==> src/rtl/dbuf_bank_sched.sv <==
// Ping-pong bank scheduler for a two-bank write double buffer.
// Grants empty banks to the fill side, tracks occupancy per bank, and presents
// full banks to the drain side in the order their fills completed.
module dbuf_bank_sched #(
    parameter int unsigned LEN_W = 8
) (
    input  logic             clk_i,
    input  logic             rst_n_i,
    input  logic             fill_req_i,
    input  logic [LEN_W-1:0] fill_len_i,
    output logic             fill_gnt_o,
    output logic             fill_bank_o,
    input  logic             fill_beat_i,
    output logic             fill_last_o,
    output logic             drain_valid_o,
    input  logic             drain_ready_i,
    output logic             drain_bank_o,
    output logic [LEN_W-1:0] drain_len_o,
    input  logic             drain_beat_i,
    output logic             drain_last_o,
    output logic [1:0]       bank_full_o,
    output logic             err_o
);

    typedef enum logic [1:0] {
        B_EMPTY,
        B_FILLING,
        B_FULL,
        B_DRAINING
    } bank_state_t;

    typedef enum logic {
        S_IDLE,
        S_BUSY
    } side_t;

    bank_state_t      bank_q [2];
    bank_state_t      bank_d [2];
    logic [LEN_W-1:0] len_q  [2];
    logic [LEN_W-1:0] len_d  [2];

    side_t            fill_st_q, fill_st_d;
    side_t            drain_st_q, drain_st_d;
    logic             fill_bank_q, fill_bank_d;
    logic [LEN_W-1:0] fill_cnt_q, fill_cnt_d;
    logic [LEN_W-1:0] drain_cnt_q, drain_cnt_d;

    // Drain order: a two-entry queue of bank indices in fill-completion order.
    // Entry 0 is the oldest full bank.
    logic             ord_q [2];
    logic             ord_d [2];
    logic [1:0]       ord_cnt_q, ord_cnt_d;

    logic             err_q, err_d;

    logic             any_empty;
    logic             free_idx;
    logic             push_ord;
    logic             pop_ord;

    // Output decode from registered state
    always_comb begin
        any_empty     = (bank_q[0] == B_EMPTY) || (bank_q[1] == B_EMPTY);
        free_idx      = (bank_q[0] != B_EMPTY);
        fill_gnt_o    = rst_n_i && (fill_st_q == S_IDLE) && any_empty;
        fill_bank_o   = (fill_st_q == S_IDLE) ? free_idx : fill_bank_q;
        fill_last_o   = (fill_st_q == S_BUSY) && fill_beat_i &&
                        (fill_cnt_q == len_q[fill_bank_q]);
        drain_bank_o  = ord_q[0];
        drain_len_o   = len_q[ord_q[0]];
        drain_valid_o = (drain_st_q == S_IDLE) && (ord_cnt_q != 2'd0) &&
                        (bank_q[ord_q[0]] == B_FULL);
        drain_last_o  = (drain_st_q == S_BUSY) && drain_beat_i &&
                        (drain_cnt_q == len_q[ord_q[0]]);
        bank_full_o[0] = (bank_q[0] == B_FULL) || (bank_q[0] == B_DRAINING);
        bank_full_o[1] = (bank_q[1] == B_FULL) || (bank_q[1] == B_DRAINING);
        err_o         = err_q;
    end

    // Next-state for both side FSMs, bank states, counters and drain order
    always_comb begin
        bank_d      = bank_q;
        len_d       = len_q;
        fill_st_d   = fill_st_q;
        drain_st_d  = drain_st_q;
        fill_bank_d = fill_bank_q;
        fill_cnt_d  = fill_cnt_q;
        drain_cnt_d = drain_cnt_q;
        ord_d       = ord_q;
        ord_cnt_d   = ord_cnt_q;
        err_d       = 1'b0;
        push_ord    = 1'b0;
        pop_ord     = 1'b0;

        case (fill_st_q)
            S_IDLE: begin
                if (fill_beat_i) begin
                    err_d = 1'b1;
                end
                if (fill_req_i && fill_gnt_o) begin
                    bank_d[free_idx] = B_FILLING;
                    len_d[free_idx]  = fill_len_i;
                    fill_bank_d      = free_idx;
                    fill_cnt_d       = '0;
                    fill_st_d        = S_BUSY;
                end
            end
            S_BUSY: begin
                if (fill_beat_i) begin
                    if (fill_last_o) begin
                        bank_d[fill_bank_q] = B_FULL;
                        fill_st_d           = S_IDLE;
                        push_ord            = 1'b1;
                    end else begin
                        fill_cnt_d = fill_cnt_q + LEN_W'(1);
                    end
                end
            end
            default: fill_st_d = S_IDLE;
        endcase

        case (drain_st_q)
            S_IDLE: begin
                if (drain_beat_i) begin
                    err_d = 1'b1;
                end
                if (drain_valid_o && drain_ready_i) begin
                    bank_d[ord_q[0]] = B_DRAINING;
                    drain_cnt_d      = '0;
                    drain_st_d       = S_BUSY;
                end
            end
            S_BUSY: begin
                if (drain_beat_i) begin
                    if (drain_last_o) begin
                        bank_d[ord_q[0]] = B_EMPTY;
                        drain_st_d       = S_IDLE;
                        pop_ord          = 1'b1;
                    end else begin
                        drain_cnt_d = drain_cnt_q + LEN_W'(1);
                    end
                end
            end
            default: drain_st_d = S_IDLE;
        endcase

        // Pop before push so a drain completing alongside a fill completing
        // leaves the newly full bank at the correct queue position.
        if (pop_ord) begin
            ord_d[0]  = ord_q[1];
            ord_cnt_d = ord_cnt_q - 2'd1;
        end
        if (push_ord) begin
            ord_d[ord_cnt_d[0]] = fill_bank_q;
            ord_cnt_d           = ord_cnt_d + 2'd1;
        end
    end

    // State registers with asynchronous active-low reset
    always_ff @(posedge clk_i or negedge rst_n_i) begin
        if (!rst_n_i) begin
            bank_q[0]   <= B_EMPTY;
            bank_q[1]   <= B_EMPTY;
            len_q[0]    <= '0;
            len_q[1]    <= '0;
            fill_st_q   <= S_IDLE;
            drain_st_q  <= S_IDLE;
            fill_bank_q <= 1'b0;
            fill_cnt_q  <= '0;
            drain_cnt_q <= '0;
            ord_q[0]    <= 1'b0;
            ord_q[1]    <= 1'b0;
            ord_cnt_q   <= 2'd0;
            err_q       <= 1'b0;
        end else begin
            bank_q      <= bank_d;
            len_q       <= len_d;
            fill_st_q   <= fill_st_d;
            drain_st_q  <= drain_st_d;
            fill_bank_q <= fill_bank_d;
            fill_cnt_q  <= fill_cnt_d;
            drain_cnt_q <= drain_cnt_d;
            ord_q       <= ord_d;
            ord_cnt_q   <= ord_cnt_d;
            err_q       <= err_d;
        end
    end

endmodule

==> config.mk <==
export PLATFORM = sky130hd
export DESIGN_NAME = dbuf_bank_sched
export DESIGN_NICKNAME = d
export VERILOG_FILES = /design/src/rtl/dbuf_bank_sched.sv
export SDC_FILE = /design/constraint.sdc
export NUM_CORES = 1
export LEC_CHECK = 0
export CORE_ASPECT_RATIO = 0.6
export CORE_MARGIN = 1.5
export CORE_UTILIZATION = 50
export CTS_CLUSTER_SIZE = 10
export DETAILED_ROUTE_END_ITERATION = 8
export GPL_TIMING_DRIVEN = 0
export HOLD_SLACK_MARGIN = 0.05
export PLACE_DENSITY = 0.73
export SYNTH_ARGS = -nofsm -noshare
export SYNTH_HDL_FRONTEND = slang
export SYNTH_SLANG_ARGS = --single-unit
==> constraint.sdc <==
create_clock -name clk_i -period 3 [get_ports clk_i]
set_input_delay 0.3 -clock clk_i [delete_from_list [all_inputs] [get_ports clk_i]]
set_output_delay 0.3 -clock clk_i [all_outputs]
set_load 0.005 [all_outputs]
==> metrics.md, run 1 <==
| Metric | Value |
|---|---|
| DP HPWL | 4.087 mm |
| Die Height | 57.88 um |
| Maximum clock frequency | 349.0 MHz |
| GR Util All Layers | 22.81% |
| VDD IR max | 0.5031 mV |
| Initial core utilization | 53.32% |
| IO Pins | 31 |
| Synth unique cells | 43 |
| CP cell instances | buf_6, buf_4, mux2_2, xor2_1, nor3_2, nand3_2, buf_6, inv_2, clkdlybuf4s50_1 |
| Vias in the first global route | 1806 |
| Mapped Nets | 253 |
| Worst R2R Path Depth | 11 |
| Flop2flop setup slack | ~400 ps |
| Sink Count | 44 |
| Synth Warn # | 0 |
| Min-delay worst type | input port to asynchronous set/reset pin |
| Power, Total | 2.908 mW |
| Sw power | 1.084 mW |
| Endpoint type of the worst setup path | output pin |
| Largest net degree at the start of global routing | 35 |
| Die ar. | 5468 um^2 |
| # fillers | 390 |
| Via count | 1901 |
| Most common cell after layout, fill and taps aside | dfrtp_1 |
| RePlAce Congestion | 0.8046 |
| Drc violations | 0 |
| Tmin final | 2866 ps |
| Synth Register Bits | 44 |
| CP max FO | 6 |
| Cts bufs inserted | 5 |
| Clock network fraction of design power | approximately an eighth |
| PD cells | between 900 and 1000 nW/um^2 |
| Final net count | 304 |
| Crit-path max cell delay | 490 ps |
| Most frequent CP cell | buf_6 |
| Final max-slew violation count | 0 |
| Post-Syn Instances | 235 |
| Drt first-iter violations | between 100 and 150 |
| Max Root-Sink Buffers | 2 |
| Routed WL | 5.591 mm |
| Worst setup path class | register to output pin |
| Antenna cells | 0 |
| Pleak | around 1.4 nW |
| Cell Count, Final, Fillers Out | between 300 and 400 |
| CP Buf/Inv Count | 5 |
| Sw frac | 37.27% |
| Post-route ant nets | 0 |
| Comb pwr share | 51.8% |
| Die X | about 94 um |
| Worst reg2reg endpoint | ord_q[0] |
| Commonest cells after routing, fill and taps aside | dfrtp_1, clkdlybuf4s50_1, mux2_2, nor2_1 |
| H-tree levels | 2 |
| Clock insertion delay at the later pin of the skew report | approximately 300 ps |
| Flop pwr share | 35.8% |
| Layout cells sized above 1 | between 20 and 25% |
| Slew margin rel. | between 60% and 70% |
| DR vias/cell | roughly 5.4 |
| Final Util | 66.03% |
| Outcome | completed |
| DR WL/cell | 16.02 um |
| Critical Path RT | ~2700 ps |
| Sequential area share after synthesis | 43.87% |
| Skew final | 9.035 ps |
| Internal | 1.824 mW |
| Final Hold Viols | 0 |
| Slowest cell on crit path | clkdlybuf4s50_1 |
| Mapped Avg Cell Area | 10.68 um^2 |
| Congestion Overflow GR | 0 |
| Measured slew at the worst slew-check pin | 536.8 ps |
| Reg2reg start | drain_bank_o |
| Area growth from synthesis to layout | 23.83% |
| Crit path launch type | register |
| Reg clk slew, reported paths | 80 ps |
| CTS tree | done |
| First-pass DRT Iterations | 4 |
| # rows | 19 |
| Max-Cap Viols | 0 |
| CP top delay family | buffers and inverters |
| Mapped Area | 2510 um^2 |
| Core ar. | 4707 um^2 |
| Root Buffer | clkbuf_8 |
| Initial antenna violation count | 0 |
| PortBufs | 30 |
| Final setup violation count | 0 |
| Crit path arrival time | 2570 ps |
| Final period util | 95.52% |
| Placed insts | 329 |
| Final hold slack | approximately 400 ps |
| First-pass GRT wire length | 9.370 mm |
-- logic make-up (layout without fill, tap and decap cells) --
kind of cell | count (synthesis) | count (layout) | synth area share [%]
DFF | 44 | 44 | 43.87
and+or+nand+nor | 69 | 69 | 15.15
xor gates and xnor gates | 27 | 27 | 9.422
muxes | 36 | 36 | 16.10
AOI/OAI and AO/OA | 27 | 27 | 7.776
adders and majority gates | 4 | 4 | 1.994
buffers and inverters | 28 | 79 | 5.682
-- layout make-up --
type	count	area, um^2	area share (%)
Inverter	17	65.06	2.093
Buffer	11	91.34	2.939
Clock inverter	1	5.005	0.1610
Tap cell	63	78.83	2.536
Sequential cell	44	1101	35.43
Clock buffer	6	72.57	2.335
Timing Repair Buffer	44	415.4	13.37
Multi-Input combinational cell	163	1279	41.14
-- power by group through the flow --
stage / sequential (mW) / clock [mW] / combinational [mW]
6_report: 1.04 / 0.358 / 1.51
5_1_grt: 1.08 / 0.395 / 1.67
4_1_cts: 1.03 / 0.372 / 1.46
3_5_place_dp: 1.04 / 0 / 1.44
3_3_place_gp: 1.04 / 0 / 1.40
2_1_floorplan: 0.982 / 0 / 0.982
-- registers in the layout, indices dropped and copies added, names as in the netlist --
name / cells
bank_q: 4
err_o: 1
drain_st_q: 1
drain_bank_o: 1
fill_st_q: 1
fill_bank_q: 1
drain_cnt_q: 8
len_q: 16
ord_cnt_q: 2
fill_cnt_q: 8
ord_q: 1
-- cells in the mapped netlist, drive strengths merged --
cell      n  area (um^2)
mux2i    10        100.1
a22o      4        35.03
dfrtp    44         1101
nand3    11        60.06
and3      4        25.02
clkbuf    4        15.01
o22a      1        8.760
nor3      5        25.02
nor2     21        78.83
a221oi    1        15.01
buf       7        62.56
xnor2    12        105.1
o21ai     3        18.76
nor4b     2        17.52
and3b     1        8.760
o21a      1        7.510
nand2b    1        6.260
clkinv    1        5.000
a21oi     8        43.79
nor4      2        33.78
o2bb2ai   2        17.52
and4      2        17.52
nand4     6        37.54
xor2     15        131.4
o22ai     3        18.77
nor3b     2        15.01
a31oi     1        6.260
and2      4        25.02
inv      16        60.05
mux2     26        304.0
nand2     8        30.03
ha        4        50.05
a21o      2        15.01
o32ai     1        8.760
-- repair_timing --
item,4_1_cts,5_1_grt
pin swaps,1,3
hold buffers,1,0
resized for setup,1,7
setup endpoints to repair,1,2
hold endpoints to repair,10,0
buffers inserted,1,11
-- layer usage --
metal | up-vias | GRT usage [%] | part of all wire (%)
met5 | - | 0 | 0
met4 | 0 | 5.330 | 0.79
met3 | 7 | 5.643 | 5.1
met2 | 55 | 31.86 | 41
met1 | 919 | 35.35 | 53
li1 | 920 | - | -
-- worst max-delay path by stage --
stage,from,end,cells after the start
floorplan,drain_bank_o,ord_q[0],10
global placement,rst_n_i,len_q[0],6
detailed placement,drain_bank_o,drain_last_o,9
CTS,drain_bank_o,drain_last_o,9
global route,fill_bank_q,fill_last_o,9
finish,drain_bank_o,drain_last_o,9
-- metrics by stage --
stage / setup slack [ps] / setup TNS, ps / instance area (um^2)
6_report: 134.4 / 0 / 3108
5_1_grt: -11.92 / -17.44 / 3108
4_1_cts: 30.31 / 0 / 3004
3_5_place_dp: 179.4 / 0 / 2904
3_3_place_gp: -748.4 / -16070 / 2889
2_1_floorplan: 565.4 / 0 / 2510
Power figures use the tool's default switching activity.
==> inputs of run 2 (changes only) <==
CORE_UTILIZATION = 40   (was 50)
PLACE_DENSITY = 0.61   (was 0.73)
==> run 2 against run 1 <==
  * Register-to-register slack improved by 170 ps
  * Clock skew fell by 0.93 ps
  * Via count fell by 3.5%
==> metrics.md, run 2 (same netlist as run 1, synthesis figures left out) <==
| Metric | Value |
|---|---|
| Internal | 1.829 mW (+0.29%) |
| Final max-slew violation count | 0 (unchanged) |
| Most common cell after layout, fill and taps aside | dfrtp_1 |
| Measured slew at the worst slew-check pin | 562.8 ps (+26.00 ps) |
| Crit path arrival time | 2530 ps (-40 ps) |
| Min-delay worst type | input port to asynchronous set/reset pin |
| Max-Cap Viols | 0 (unchanged) |
| Met2 global-route usage | 24.02% (-7.8 points) |
| Pleak | 1.437 nW (+0.10%) |
| RePlAce Congestion | 0.8060 (+0.17%) |
| Top reg by flops | len_q |
| Fin area | 3093 um^2 (-0.48%) |
| Endpoint type of the worst setup path | output pin |
| Layout cells sized above 1 | 21.00% (-1.4 points) |
| Congestion Overflow GR | 0 (unchanged) |
| Die X | 105.3 um (+11%) |
| DR WL/cell | 15.52 um (-3.1%) |
| Area post-placement | 2930 um^2 (+0.90%) |
| CTS tree | done |
| # fillers | 569 (+46%) |
| Tmin final | 2825 ps (-40.28 ps) |
| Initial antenna violation count | 0 (unchanged) |
| DR vias/cell | 5.025 (-7.8%) |
| GR Util All Layers | 18.30% (-4.5 points) |
| Crit path launch type | register |
| PortBufs | 30 (unchanged) |
| M3 GR Usage | 3.878% (-1.8 points) |
| Sink Count | 44 (unchanged) |
| H-tree levels | 2 (unchanged) |
| Max reg flops | 16 (unchanged) |
| Final Util | 50.84% (-15 points) |
| RSZ-0062 raised after global routing | false |
| Largest net degree at the start of global routing | 27 (-23%) |
| Post-route ant nets | 0 (unchanged) |
| Antenna cells | 0 (unchanged) |
| Final hold slack | 499.2 ps (+98.70 ps) |
| Worst setup endpoint | fill_last_o |
| VDD IR max | 0.4633 mV (-7.9%) |
| Slew margin rel. | 62.48% (-1.7 points) |
| Die Height | 64.36 um (+11%) |
| # rows | 22 (+3) |
| CP max FO | 10 (+4) |
| Critical Path RT | 2700 ps (about the same) |
| Final setup violation count | 0 (unchanged) |
| Worst setup path class | register to output pin |
| First-pass GRT wire length | 9.480 mm (+1.2%) |
| Sw frac | 37.26% (about the same) |
| Vias in the first global route | 1809 (+0.17%) |
| GRT busiest layer | met1 |
| Root Buffer | clkbuf_8 |
| Worst R2R Path Depth | 10 (-1) |
| DP HPWL | 4.205 mm (+2.9%) |
| Via count | 1834 (-3.5%) |
| Drc violations | 0 (unchanged) |
| Clock insertion delay at the later pin of the skew report | 300 ps (about the same) |
| PD cells | 942.7 nW/um^2 (+0.77%) |
| Skew final | 8.107 ps (-0.9282 ps) |
| Setup total negative slack | 0 ps (unchanged) |
| Die ar. | 6775 um^2 (+24%) |
| Max Root-Sink Buffers | 2 (unchanged) |
| Core ar. | 6083 um^2 (+29%) |
| IO Pins | 31 (unchanged) |
| Reg clk slew, reported paths | 90 ps (about the same) |
| Initial core utilization | 41.26% (-12 points) |
| Flop2flop setup slack | 560 ps (+170 ps) |
| Met1 usage | 29.61% (-5.7 points) |
| Cts bufs inserted | 5 (unchanged) |
| Top flop regs | len_q x16, drain_cnt_q x8, fill_cnt_q x8 |
| Worst reg2reg endpoint | ord_q[0] |
| Final net count | 298 (-2.0%) |
| Comb pwr share | 50.7% (-1.1 points) |
| Drt first-iter violations | 96 (-33%) |
| Sw power | 1.086 mW (+0.26%) |
| Final period util | 94.18% (-1.3 points) |
| Clock network fraction of design power | 13.5% (+1.2 points) |
| Routed WL | 5.666 mm (+1.3%) |
| Flop pwr share | 35.8% (about the same) |
| First-pass DRT Iterations | 4 (unchanged) |
| Outcome | completed |
| Commonest cells after routing, fill and taps aside | dfrtp_1, clkdlybuf4s50_1, mux2_2, nor2_1 |
| Area growth from synthesis to layout | 23.23% |
| Maximum clock frequency | 353.9 MHz (+1.4%) |
| Critical Path Source | fill_bank_q |
| Final Hold Viols | 0 (unchanged) |
| Reg2reg start | drain_bank_o |
[run 2: per-layer routing]
layer	wire length [um]	part of all wire [%]	vias up
met5	0	0	-
met4	22	0.39	0
met3	228	4.0	4
met2	2082	37	42
met1	3332	59	882
li1	-	-	906
[run 2: repair_timing]
item,CTS,global route
pin swaps,1,3
endpoints found under the hold margin,18,0
endpoints found under the setup margin,1,2
resized for setup,1,3
buffers inserted,1,5
hold buffers,1,0
[run 2: area by class of cell]
| cell class | count | area [um^2] | share of cell area (%) |
|---|---|---|---|
| multi-input cells | 163 | 1275 | 41.22 |
| flip-flops and latches | 44 | 1101 | 35.60 |
| repair buffers | 38 | 372.9 | 12.06 |
| well taps | 84 | 105.1 | 3.398 |
| clock buffers | 6 | 82.58 | 2.670 |
| plain buffers | 11 | 81.33 | 2.629 |
| inverters | 17 | 65.06 | 2.104 |
| clock inverters | 2 | 10.01 | 0.3236 |
[run 2: worst min path at each step]
stage / start / to / depth (start not counted)
6_report: rst_n_i / fill_cnt_q[1] / 2
5_1_grt: rst_n_i / bank_q[1] / 2
4_1_cts: rst_n_i / bank_q[1] / 2
3_5_place_dp: rst_n_i / fill_cnt_q[1] / 1
3_3_place_gp: len_q[5] / len_q[5] / 1
2_1_floorplan: rst_n_i / bank_q[0] / 0
[run 2: through the flow]
step           worst slack [ps]  power, mW  cells
3_5_place_dp              166.2      2.479    350
2_1_floorplan             565.4      1.965    235
6_report                  174.7      2.916    365
4_1_cts                   27.66      2.897    360
5_1_grt                   14.63      3.149    365
3_3_place_gp             -809.3      2.458    349
[run 2: worst max-delay path, cell delays in order (launching register included)]
cell and delay [ps]:
dfrtp_1 350, buf_6 120, buf_6 160, mux2i_2 260, xnor2_1 100, nor4_2 220
nand4_1 210, buf_2 250, inv_1 70, clkdlybuf4s50_1 480
[run 2: power by group through the flow]
stage	clock network (mW)	registers (mW)	logic, mW
after floorplan	0	0.982	0.982
after detailed placement	0	1.05	1.43
final	0.393	1.04	1.48
after global placement	0	1.04	1.41
after global routing	0.431	1.08	1.63
after CTS	0.405	1.04	1.45
==> inputs of run 3 (changes only) <==
SLEW_MARGIN = 40   (was default)
==> run 3 against run 2 <==
  * Core utilization grew 0.60 points
  * Worst hold slack lost 74 ps
  * Wire length shrank 0.90%
  * Sequential power is essentially flat
  * Cell count is the same
  * Sequential cell count is the same
  * Power grew 3.6%
  * Design area grew 1.2%
  * Clock power grew 27%
  * Global-route usage shrank 0.18 points
  * Largest cell class unchanged
  * Highest routed layer unchanged
==> metrics.md, run 3 (same netlist as run 1, synthesis figures left out) <==
| Metric | Value |
|---|---|
| Post-route ant nets | 0 (unchanged) |
| Skew final | 6.540 ps (-1.566 ps) |
| Comb pwr share | 48.8% (-1.9 points) |
| Max reg flops | 16 (unchanged) |
| PortBufs | 30 (unchanged) |
| Final hold slack | 424.8 ps (-74.36 ps) |
| Internal | 1.939 mW (+6.0%) |
| Final max-slew violation count | 0 (unchanged) |
| VDD IR max | 0.4351 mV (-6.1%) |
| Final period util | 93.95% (-0.23 points) |
| Setup total negative slack | 0 ps (unchanged) |
| Initial antenna violation count | 0 (unchanged) |
| Crit path launch type | register |
| Core ar. | 6083 um^2 (unchanged) |
| PnR worst setup slack | 181.6 ps (+6.929 ps) |
| Die Height | 64.36 um (unchanged) |
| Fin area | 3129 um^2 (+1.2%) |
| Final setup violation count | 0 (unchanged) |
| Initial core utilization | 41.26% (unchanged) |
| Place WS | 148.9 ps (-17.29 ps) |
| Die X | 105.3 um (unchanged) |
| Clock network fraction of design power | 16.5% (+3.0 points) |
| Sw frac | 35.78% (-1.5 points) |
| Max Root-Sink Buffers | 2 (unchanged) |
| Outcome | completed |
| RSZ-0062 raised after global routing | false |
| Most common cell after layout, fill and taps aside | dfrtp_1 |
| Final Util | 51.44% (+0.60 points) |
| Tmin final | 2818 ps (-6.929 ps) |
| Max-Cap Viols | 0 (unchanged) |
| CP max FO | 10 (unchanged) |
| Crit path arrival time | 2520 ps (about the same) |
| Reg clk slew, reported paths | 90 ps (about the same) |
| Cell Count, Final, Fillers Out | 365 (unchanged) |
| Final net count | 298 (unchanged) |
| Root Buffer | clkbuf_8 |
| Cts bufs inserted | 5 (unchanged) |
| H-tree levels | 2 (unchanged) |
| RePlAce Congestion | 0.8060 (unchanged) |
| Measured slew at the worst slew-check pin | 545.2 ps (-17.60 ps) |
| Area post-placement | 2933 um^2 (about the same) |
| Sw power | 1.080 mW (-0.55%) |
| PD cells | 964.9 nW/um^2 (+2.4%) |
| Clock insertion delay at the later pin of the skew report | 290 ps (about the same) |
| IO Pins | 31 (unchanged) |
| DR WL/cell | 15.38 um (-0.90%) |
| # rows | 22 (unchanged) |
| Via count | 1802 (-1.7%) |
| Largest net degree at the start of global routing | 27 (unchanged) |
| Antenna cells | 0 (unchanged) |
| Routed WL | 5.615 mm (-0.90%) |
| Drt first-iter violations | 94 (-2.1%) |
| Area growth from synthesis to layout | 24.68% |
| Power, Total | 3.020 mW (+3.6%) |
| Worst setup path class | register to output pin |
| Sink Count | 44 (unchanged) |
| Pleak | 1.452 nW (+1.0%) |
| Min-delay worst type | input port to asynchronous set/reset pin |
| Congestion Overflow GR | 0 (unchanged) |
| Die ar. | 6775 um^2 (unchanged) |
| First-pass DRT Iterations | 4 (unchanged) |
| Critical Path RT | 2700 ps (about the same) |
| Flop pwr share | 34.7% (-1.1 points) |
| Layout cells sized above 1 | 21.00% (unchanged) |
| # fillers | 574 (+0.88%) |
| First-pass GRT wire length | 9.480 mm (unchanged) |
| Vias in the first global route | 1813 (+0.22%) |
| Maximum clock frequency | 354.8 MHz (+0.25%) |
| Endpoint type of the worst setup path | output pin |
| Commonest cells after routing, fill and taps aside | dfrtp_1, clkdlybuf4s50_1, mux2_2, nor2_1 |
| Drc violations | 0 (unchanged) |
| CTS tree | done |
| Placed insts | 350 (unchanged) |
| DR vias/cell | 4.937 (-1.7%) |
| Final Hold Viols | 0 (unchanged) |
| Slew margin rel. | 63.65% (+1.2 points) |
| Top flop regs | len_q x16, drain_cnt_q x8, fill_cnt_q x8 |
| Top reg by flops | len_q |
| GR Util All Layers | 18.12% (-0.18 points) |
| DP HPWL | 4.229 mm (+0.55%) |
==> run 3: timing repair <==
action,4_1_cts,5_1_grt
endpoints found under the hold margin,18,0
pin swaps,1,3
buffers inserted,1,5
gates cloned,0,0
hold buffers,1,0
gates resized for setup,1,3
setup endpoints to repair,1,2
==> run 3: layout make-up <==
| class | count | area, um^2 | area share [%] |
|---|---|---|---|
| Inverter | 17 | 65.06 | 2.079 |
| Clock inverter | 1 | 30.03 | 0.9596 |
| Tap cell | 84 | 105.1 | 3.359 |
| Buffer | 11 | 81.33 | 2.599 |
| Sequential cell | 44 | 1101 | 35.19 |
| Timing Repair Buffer | 38 | 375.4 | 12.00 |
| Multi-Input combinational cell | 163 | 1275 | 40.74 |
| Clock buffer | 7 | 96.34 | 3.079 |
==> run 3: path summary, 6_finish.rpt <==
check                                       to     startpoint  cells past startpoint  slack, ps
worst max-delay path               fill_last_o    fill_bank_q                      9        180
worst min-delay path             fill_cnt_q[0]        rst_n_i                      2        420
worst max register to register        ord_q[0]   drain_bank_o                     10        560
worst min register to register   fill_cnt_q[6]  fill_cnt_q[6]                      1        530
max in group asynchronous       drain_cnt_q[7]        rst_n_i                      3       2150
min in group clk_i               fill_cnt_q[6]  fill_cnt_q[6]                      1        530
==> run 3: layer usage <==
metal | vias to the layer above | global-route usage [%] | wire [um]
met5 | - | 0 | 0
li1 | 904 | - | -
met3 | 2 | 4.286 | 267
met1 | 855 | 29.55 | 3198
met2 | 41 | 23.86 | 2130
met4 | 0 | 2.568 | 19
==> run 3: worst max-delay path: stages, from the launching register on <==
cell and delay [ps]:
dfrtp_1 350, buf_6 120, buf_6 160, mux2i_2 260, xnor2_1 100, nor4_2 220
nand4_1 210, buf_2 250, inv_1 70, clkdlybuf4s50_1 480
==> run 3: power groups by stage <==
| stage | sequential, mW | clock [mW] | combinational [mW] |
|---|---|---|---|
| floorplan | 0.982 | 0 | 0.982 |
| CTS | 1.04 | 0.511 | 1.45 |
| global placement | 1.04 | 0 | 1.41 |
| finish | 1.05 | 0.499 | 1.47 |
| detailed placement | 1.05 | 0 | 1.43 |
| global route | 1.09 | 0.537 | 1.63 |
